<file path="config.mk">
export PLATFORM = sky130hd
export DESIGN_NAME = mod_counter_chain
export DESIGN_NICKNAME = d
export VERILOG_FILES = /design/src/rtl/mod_counter_chain_pkg.sv /design/src/rtl/mod_counter_chain_stage.sv /design/src/rtl/mod_counter_chain.sv
export SDC_FILE = /design/constraint.sdc
export NUM_CORES = 1
export LEC_CHECK = 0
export ABC_AREA = 1
export CAP_MARGIN = 10
export CELL_PAD_IN_SITES_DETAIL_PLACEMENT = 2
export CELL_PAD_IN_SITES_GLOBAL_PLACEMENT = 2
export CORE_ASPECT_RATIO = 0.7
export CORE_MARGIN = 1.5
export CORE_UTILIZATION = 24
export DETAILED_ROUTE_END_ITERATION = 12
export GPL_ROUTABILITY_DRIVEN = 0
export PLACE_DENSITY = 0.84
export SLEW_MARGIN = 20
export SYNTH_ARGS = -nofsm -noshare
export SYNTH_HDL_FRONTEND = slang
export SYNTH_SLANG_ARGS = --single-unit
</file>
<file path="constraint.sdc">
create_clock -name CLK -period 2 [get_ports CLK]
set_clock_uncertainty 0.2 [all_clocks]
set_input_delay 0.4 -clock CLK [delete_from_list [all_inputs] [get_ports CLK]]
set_output_delay 0.4 -clock CLK [all_outputs]
set_load 0.01 [all_outputs]
</file>
<file path="src/rtl/mod_counter_chain_pkg.sv">
// Shared defaults and types for the modulo counter chain.
// The default configuration is a two-digit 00..59 chain.
package mod_counter_chain_pkg;

   localparam int unsigned DEF_W      = 4;
   localparam int unsigned DEF_STAGES = 2;

   // Stage 1 wraps at 5 and stage 0 wraps at 9.
   localparam logic [DEF_STAGES*DEF_W-1:0] DEF_MAX_VEC = {4'd5, 4'd9};

   typedef enum logic {
      DIR_DOWN = 1'b0,
      DIR_UP   = 1'b1
   } dir_e;

endpackage

</file>
<file path="src/rtl/mod_counter_chain_stage.sv">
// One modulo digit of the chain.
// It clamps illegal load values to zero and detects the terminal value in the current direction.
module mod_counter_stage
   import mod_counter_chain_pkg::*;
#(
   parameter int unsigned W = DEF_W
) (
   input  logic         CLK,
   input  logic         RST,
   input  logic         EN_IN,
   input  logic         UP,
   input  logic         CLR,
   input  logic         LD,
   input  logic [W-1:0] LD_VAL,
   input  logic [W-1:0] MAX,
   output logic [W-1:0] CNT,
   output logic         CARRY_OUT
);

   dir_e         dir;
   logic         term;
   logic [W-1:0] cnt_next;

   always_comb begin
      dir       = dir_e'(UP);
      term      = (dir == DIR_UP) ? (CNT == MAX) : (CNT == '0);
      // The carry depends only on the enable and the terminal value; CLR and LD do not mask it.
      CARRY_OUT = EN_IN & term;

      cnt_next = CNT;
      if (CLR) begin
         cnt_next = '0;
      end else if (LD) begin
         cnt_next = (LD_VAL > MAX) ? '0 : LD_VAL;
      end else if (EN_IN) begin
         if (dir == DIR_UP) begin
            cnt_next = term ? '0 : CNT + 1'b1;
         end else begin
            cnt_next = term ? MAX : CNT - 1'b1;
         end
      end
   end

   always_ff @(posedge CLK or posedge RST) begin
      if (RST) begin
         CNT <= '0;
      end else begin
         CNT <= cnt_next;
      end
   end

endmodule

</file>
<file path="src/rtl/mod_counter_chain.sv">
// Cascade of modulo digits.
// Each stage's carry enables the next stage, and all stages update on the same edge.
module mod_counter_chain
   import mod_counter_chain_pkg::*;
#(
   parameter int unsigned               W       = DEF_W,
   parameter int unsigned               STAGES  = DEF_STAGES,
   parameter logic [STAGES*W-1:0]       MAX_VEC = DEF_MAX_VEC
) (
   input  logic                CLK,
   input  logic                RST,
   input  logic                EN,
   input  logic                UP,
   input  logic                CLR,
   input  logic                LD,
   input  logic [STAGES*W-1:0] LD_VAL,
   output logic [STAGES*W-1:0] CNT,
   output logic [STAGES-1:0]   CARRY,
   output logic                TC
);

   logic [STAGES-1:0] en_chain;

   for (genvar i = 0; i < STAGES; i++) begin : g_stage
      if (i == 0) begin : g_first
         assign en_chain[i] = EN;
      end else begin : g_next
         assign en_chain[i] = CARRY[i-1];
      end

      mod_counter_stage #(
         .W (W)
      ) u_stage (
         .CLK       (CLK),
         .RST       (RST),
         .EN_IN     (en_chain[i]),
         .UP        (UP),
         .CLR       (CLR),
         .LD        (LD),
         .LD_VAL    (LD_VAL[i*W +: W]),
         .MAX       (MAX_VEC[i*W +: W]),
         .CNT       (CNT[i*W +: W]),
         .CARRY_OUT (CARRY[i])
      );
   end

   assign TC = CARRY[STAGES-1];

endmodule
</file>
* Word-level counts from Yosys, hierarchy flattened *
Index checks and enable logic that the tools add are counted.

word-level totals
  register bits = 8
  latch bits = 0
  memory bits (writable) = 0
  memory bits (read-only) = 0
  bits of input ports = 14
  output and inout port bits = 11
  word-level logic and storage cells = 32
  memories kept = 0

operators by class
  add/sub/neg operators = 4
  $mul = 0
  divide/modulo/power cells = 0
  order comparisons = 2
  eq/ne operators = 2
  shift-type cells = 0
  mux-type cells = 16
  bitwise gates (word level) = 2
  reduce and logical (&&, ||, !) cells = 4

operators by type and width
  operator                                                       count
  two-way mux 4 bit                                              14
  adder 4 x 1 -> 4 bit, second input constant                    2
  logical NOT 4 bit                                              2
  subtractor 4 x 1 -> 4 bit, second input constant               2
  nonzero test 3 bit                                             2
  equality test 4 x 3 -> 1 bit, second input constant            1
  equality test 4 bit, second input constant                     1
  greater-than comparator 4 x 3 -> 1 bit, second input constant  1
  greater-than comparator 4 bit, second input constant           1
  bitwise AND 1 bit                                              2
  two-way mux 1 bit                                              2

* Longest topological paths before layout *
  depth in word-level cells = 7
  gate-level depth with buffers = 10
  mapped depth without buffers = 10

* By module *
A second synthesis with hierarchy kept.

unflattened totals
  cells, all modules = 202
  area, all modules = 1,228.7 um^2

modules (own cells, without submodules)
  module                                  times used  cells an instance  area an instance (um^2)  seq. area each (um^2)
  mod_counter_stage (g_stage[1].u_stage)  1           100                633.1                    100.1
  mod_counter_stage (g_stage[0].u_stage)  1           99                 580.6                    100.1
  mod_counter_chain                       1           3                  15.0                     0.0

* Worst setup path before layout *
OpenSTA, ideal clock, no wires.

  kind = flip-flop to output port
  start = reg g_stage[0].u_stage.CNT[0]
  end = out CARRY[1]
  data arrival time = 1.433 ns
  data required time = 1.400 ns
  setup slack = -0.033 ns
  cell stages (with the launch flop) = 8
  buffers on the path = 1
  cell sequence = dfrtp_1 > inv_1 > ha_1 > nand3_1 > nand2_2 > nand2_4 > nor2_1 > buf_4

between the ends
  word-level cells in the longest chain between the ends = 4
  elaborated cells between the ends (all ways) = 5
  those cells by class = eq/ne (1); mux (1); bitwise (2); reduce/logical (1)

ends and longest elaborated chain
  element                                                   line                           RTL
  from (decl)                                               mod_counter_chain_stage.sv:16  output logic [W-1:0] CNT,
  from (signal assigned)                                    mod_counter_chain_stage.sv:48  CNT <= cnt_next;
  equality test 4 bit or logical NOT 4 bit (tied branches)  mod_counter_chain_stage.sv:26  term = (dir == DIR_UP) ? (CNT == MAX) : (CNT == '0);
  two-way mux 1 bit (*)                                     mod_counter_chain_stage.sv:26
  bitwise AND 1 bit (*) (2 in series)                       mod_counter_chain_stage.sv:28  CARRY_OUT = EN_IN & term;
  to (decl)                                                 mod_counter_chain.sv:18        output logic [STAGES-1:0] CARRY,

Every way passes the cells marked *; elsewhere a longest branch is shown, timed or not.

* Final worst setup path *
Ends and elaborated chain as after synthesis.

==> flow_summary.json <==
{
  "routed_wl_mm": 4.78,
  "status": "complete, but fails checks",
  "drtIter0Drc": 21,
  "clockBufferDepth": 2,
  "r2r_cells": 10,
  "layout_commonest_cell": "nand2_1",
  "drc": 0,
  "core_um2": 3540,
  "setup_ws_ns": -0.0419,
  "grt_pass1_vias": 1335,
  "r2r-end": "g_stage[0].u_stage.CNT[2]$_DFFE_PP0P_",
  "critPathKind": "flip-flop to primary output",
  "htreeDepth": 1,
  "dr.pass1.iters": 4,
  "cts_made_buffers": 3,
  "start_kind": "flip-flop",
  "route.antenna.remaining_nets": 0,
  "hpwl_mm": 3.10,
  "post-route-period-util_pct": 102,
  "cp.arrival_ns": 1.44,
  "end_kind": "primary output",
  "violations": "setup timing",
  "design.die.area_um2": 4100,
  "leakage_nw": 0.845,
  "layout-drive-gt1-share_pct": 34.6,
  "via_per_inst": 4.77,
  "num-nets-final": 227,
  "die_height_um": 54.0,
  "fmax_mhz": 490,
  "reg.largest.list": "g_stage.u_stage.CNT: 8 flops",
  "ir_drop_uv": 272,
  "synth_warnings": 0,
  "io_buffers": 24,
  "syn_inst": 142,
  "yosysSeqAreaShare_pct": 22.4,
  "regArea_um2": 203,
  "power_density_nw_per_um2": 541,
  "drv_cap": 0,
  "largest_reg_flops": 8,
  "grt_pass1_wl_mm": 6.46,
  "cts.sinks": 8,
  "root_buffer": "clkbuf_8",
  "hold_ws_ns": 0.259,
  "slew_headroom_pct": 73.4,
  "reg2reg_from": "g_stage[0].u_stage.CNT[0]$_DFFE_PP0P_",
  "antennaDiodeCount": 0,
  "num_rows": 18,
  "rsz0062_at_grt": "true",
  "synth_area_um2": 893,
  "grt_usage_pct": 20.6,
  "tightest_slew_ns": 0.399,
  "syn_to_final_growth_pct": 78.9,
  "io_pins": 25,
  "start_util_pct": 25.3,
  "setup_viol": 2,
  "syn_avg_cell_area_um2": 6.29,
  "yosysUniqueCellTypes": 22,
  "grt_overflow": 0,
  "reg2reg_slack_ns": 0.11,
  "clkSlewWorstSetupHoldPaths_ns": 0.04,
  "grt_max_degree": 9,
  "die_x_um": 75.9,
  "grt_antenna_before_repair": 0,
  "cp_max_fo": 4,
  "required_ns": 1.40,
  "avgRoutedWirePerCell_um": 18.7,
  "clk_latency_ns": 0.23,
  "syn_nets": 162,
  "multi_input_area_um2": 659,
  "fin_util_pct": 45.2,
  "total_power_w": 0.000864,
  "period_needed_ns": 2.04,
  "hold_viol": 0,
  "final_cell_mix": "nand2_1 (44), buf_4 (39), inv_1 (18), clkdlybuf4s50_1 (18), nand3_1 (13)",
  "slew_viol_final": 0,
  "cts_hold_buffers": 0,
  "cts_tree": "built",
  "vias": 1217,
  "fillers": 435,
  "synth.ff_latch_count": 8,
  "hp-class": "input port to async pin",
  "top_register": "g_stage.u_stage.CNT"
}
per-layer routing:
layer / up-vias / GRT usage, % / wire length (µm)
li1: 580 / - / -
met1: 607 / 22.3 / 1970
met2: 24 / 45.3 / 2650
met3: 6 / 3.90 / 106
met4: 0 / 0.309 / 50
met5: - / 0 / 0
worst max-delay path: stages, from the launching register on:
cell and delay [ns]:
dfrtp_2 0.44, inv_2 0.10, ha_4 0.14, nand3_2 0.12, nand2_4 0.11, nand2_4 0.06, nor2_4 0.12, buf_6 0.12
where the power goes:
| part | switching, W | internal [W] | leakage (nW) |
|---|---|---|---|
| Combinational | 0.000238 | 0.000224 | 0.721 |
| Sequential | 0.0000196 | 0.000178 | 0.102 |
| Clock | 0.0000733 | 0.000131 | 0.0216 |
logic make-up (layout without fill, tap and decap cells):
logic type                 Yosys count  count (layout)  share of synthesized area [%]
xor gates and xnor gates             2               2                           1.96
adders and majority gates            6               6                           8.40
and+or+nand+nor                     81              81                           41.9
AOI/OAI and AO/OA                   18              18                           11.9
DFF                                  8               8                           22.4
buffers and inverters               27              90                           13.4
synthesized netlist by cell type:
| cell | count | area (µm²) |
|---|---|---|
| buf_6 | 1 | 11.3 |
| dfrtp_1 | 8 | 200 |
| nor2_4 | 1 | 11.3 |
| o22ai_2 | 1 | 12.5 |
| a21boi_0 | 1 | 7.51 |
| nor2_1 | 8 | 30.0 |
| nand4_2 | 1 | 12.5 |
| ha_1 | 6 | 75.1 |
| inv_1 | 23 | 86.3 |
| xnor2_1 | 2 | 17.5 |
| buf_4 | 3 | 22.5 |
| nand3_2 | 1 | 10.0 |
| nand4_1 | 4 | 25.0 |
| a21oi_1 | 6 | 30.0 |
| o211ai_1 | 1 | 7.51 |
| nand2_1 | 47 | 176 |
| nand2_2 | 1 | 6.26 |
| a21oi_2 | 1 | 8.76 |
| o21ai_0 | 7 | 35.0 |
| nand3_1 | 16 | 80.1 |
| o21ai_1 | 1 | 5.00 |
| nand2_4 | 2 | 22.5 |
cell type report:
| class | count | area share (%) |
|---|---|---|
| sequential | 8 | 12.7 |
| clock buffer | 3 | 2.58 |
| timing repair buffer | 64 | 34.1 |
| tap | 50 | 3.92 |
| inverter | 23 | 5.40 |
| multi-input combinational | 107 | 41.3 |
through the flow:
stage,setup slack (ns),instance area [µm²],setup TNS [ns],instances
2_1_floorplan,0.0425,896,0,142
3_3_place_gp,-0.537,1400,-1.55,243
3_5_place_dp,-0.628,1400,-2.15,243
4_1_cts,-0.0263,1510,-0.0519,252
5_1_grt,-0.111,1600,-0.287,255
6_report,-0.0419,1600,-0.0809,255
worst max-delay path by stage:
stage | endpoint | from | slack, ns
global route | TC | g_stage[0].u_stage.CNT[0]$_DFFE_PP0P_ | -0.11
detailed placement | CARRY[1] | UP | -0.63
finish | CARRY[1] | g_stage[0].u_stage.CNT[0]$_DFFE_PP0P_ | -0.04
CTS | CARRY[1] | g_stage[0].u_stage.CNT[0]$_DFFE_PP0P_ | -0.03
floorplan | CARRY[1] | g_stage[0].u_stage.CNT[0]$_DFFE_PP0P_ | 0.04
global placement | CARRY[1] | UP | -0.54
what timing repair did:
action,CTS,global route
gates cloned,0,0
resized for setup,27,14
pin swaps,3,6
buffers inserted,6,3
setup endpoints to repair,3,4
hold endpoints to repair,0,0
(Power assumes the default switching activity.)
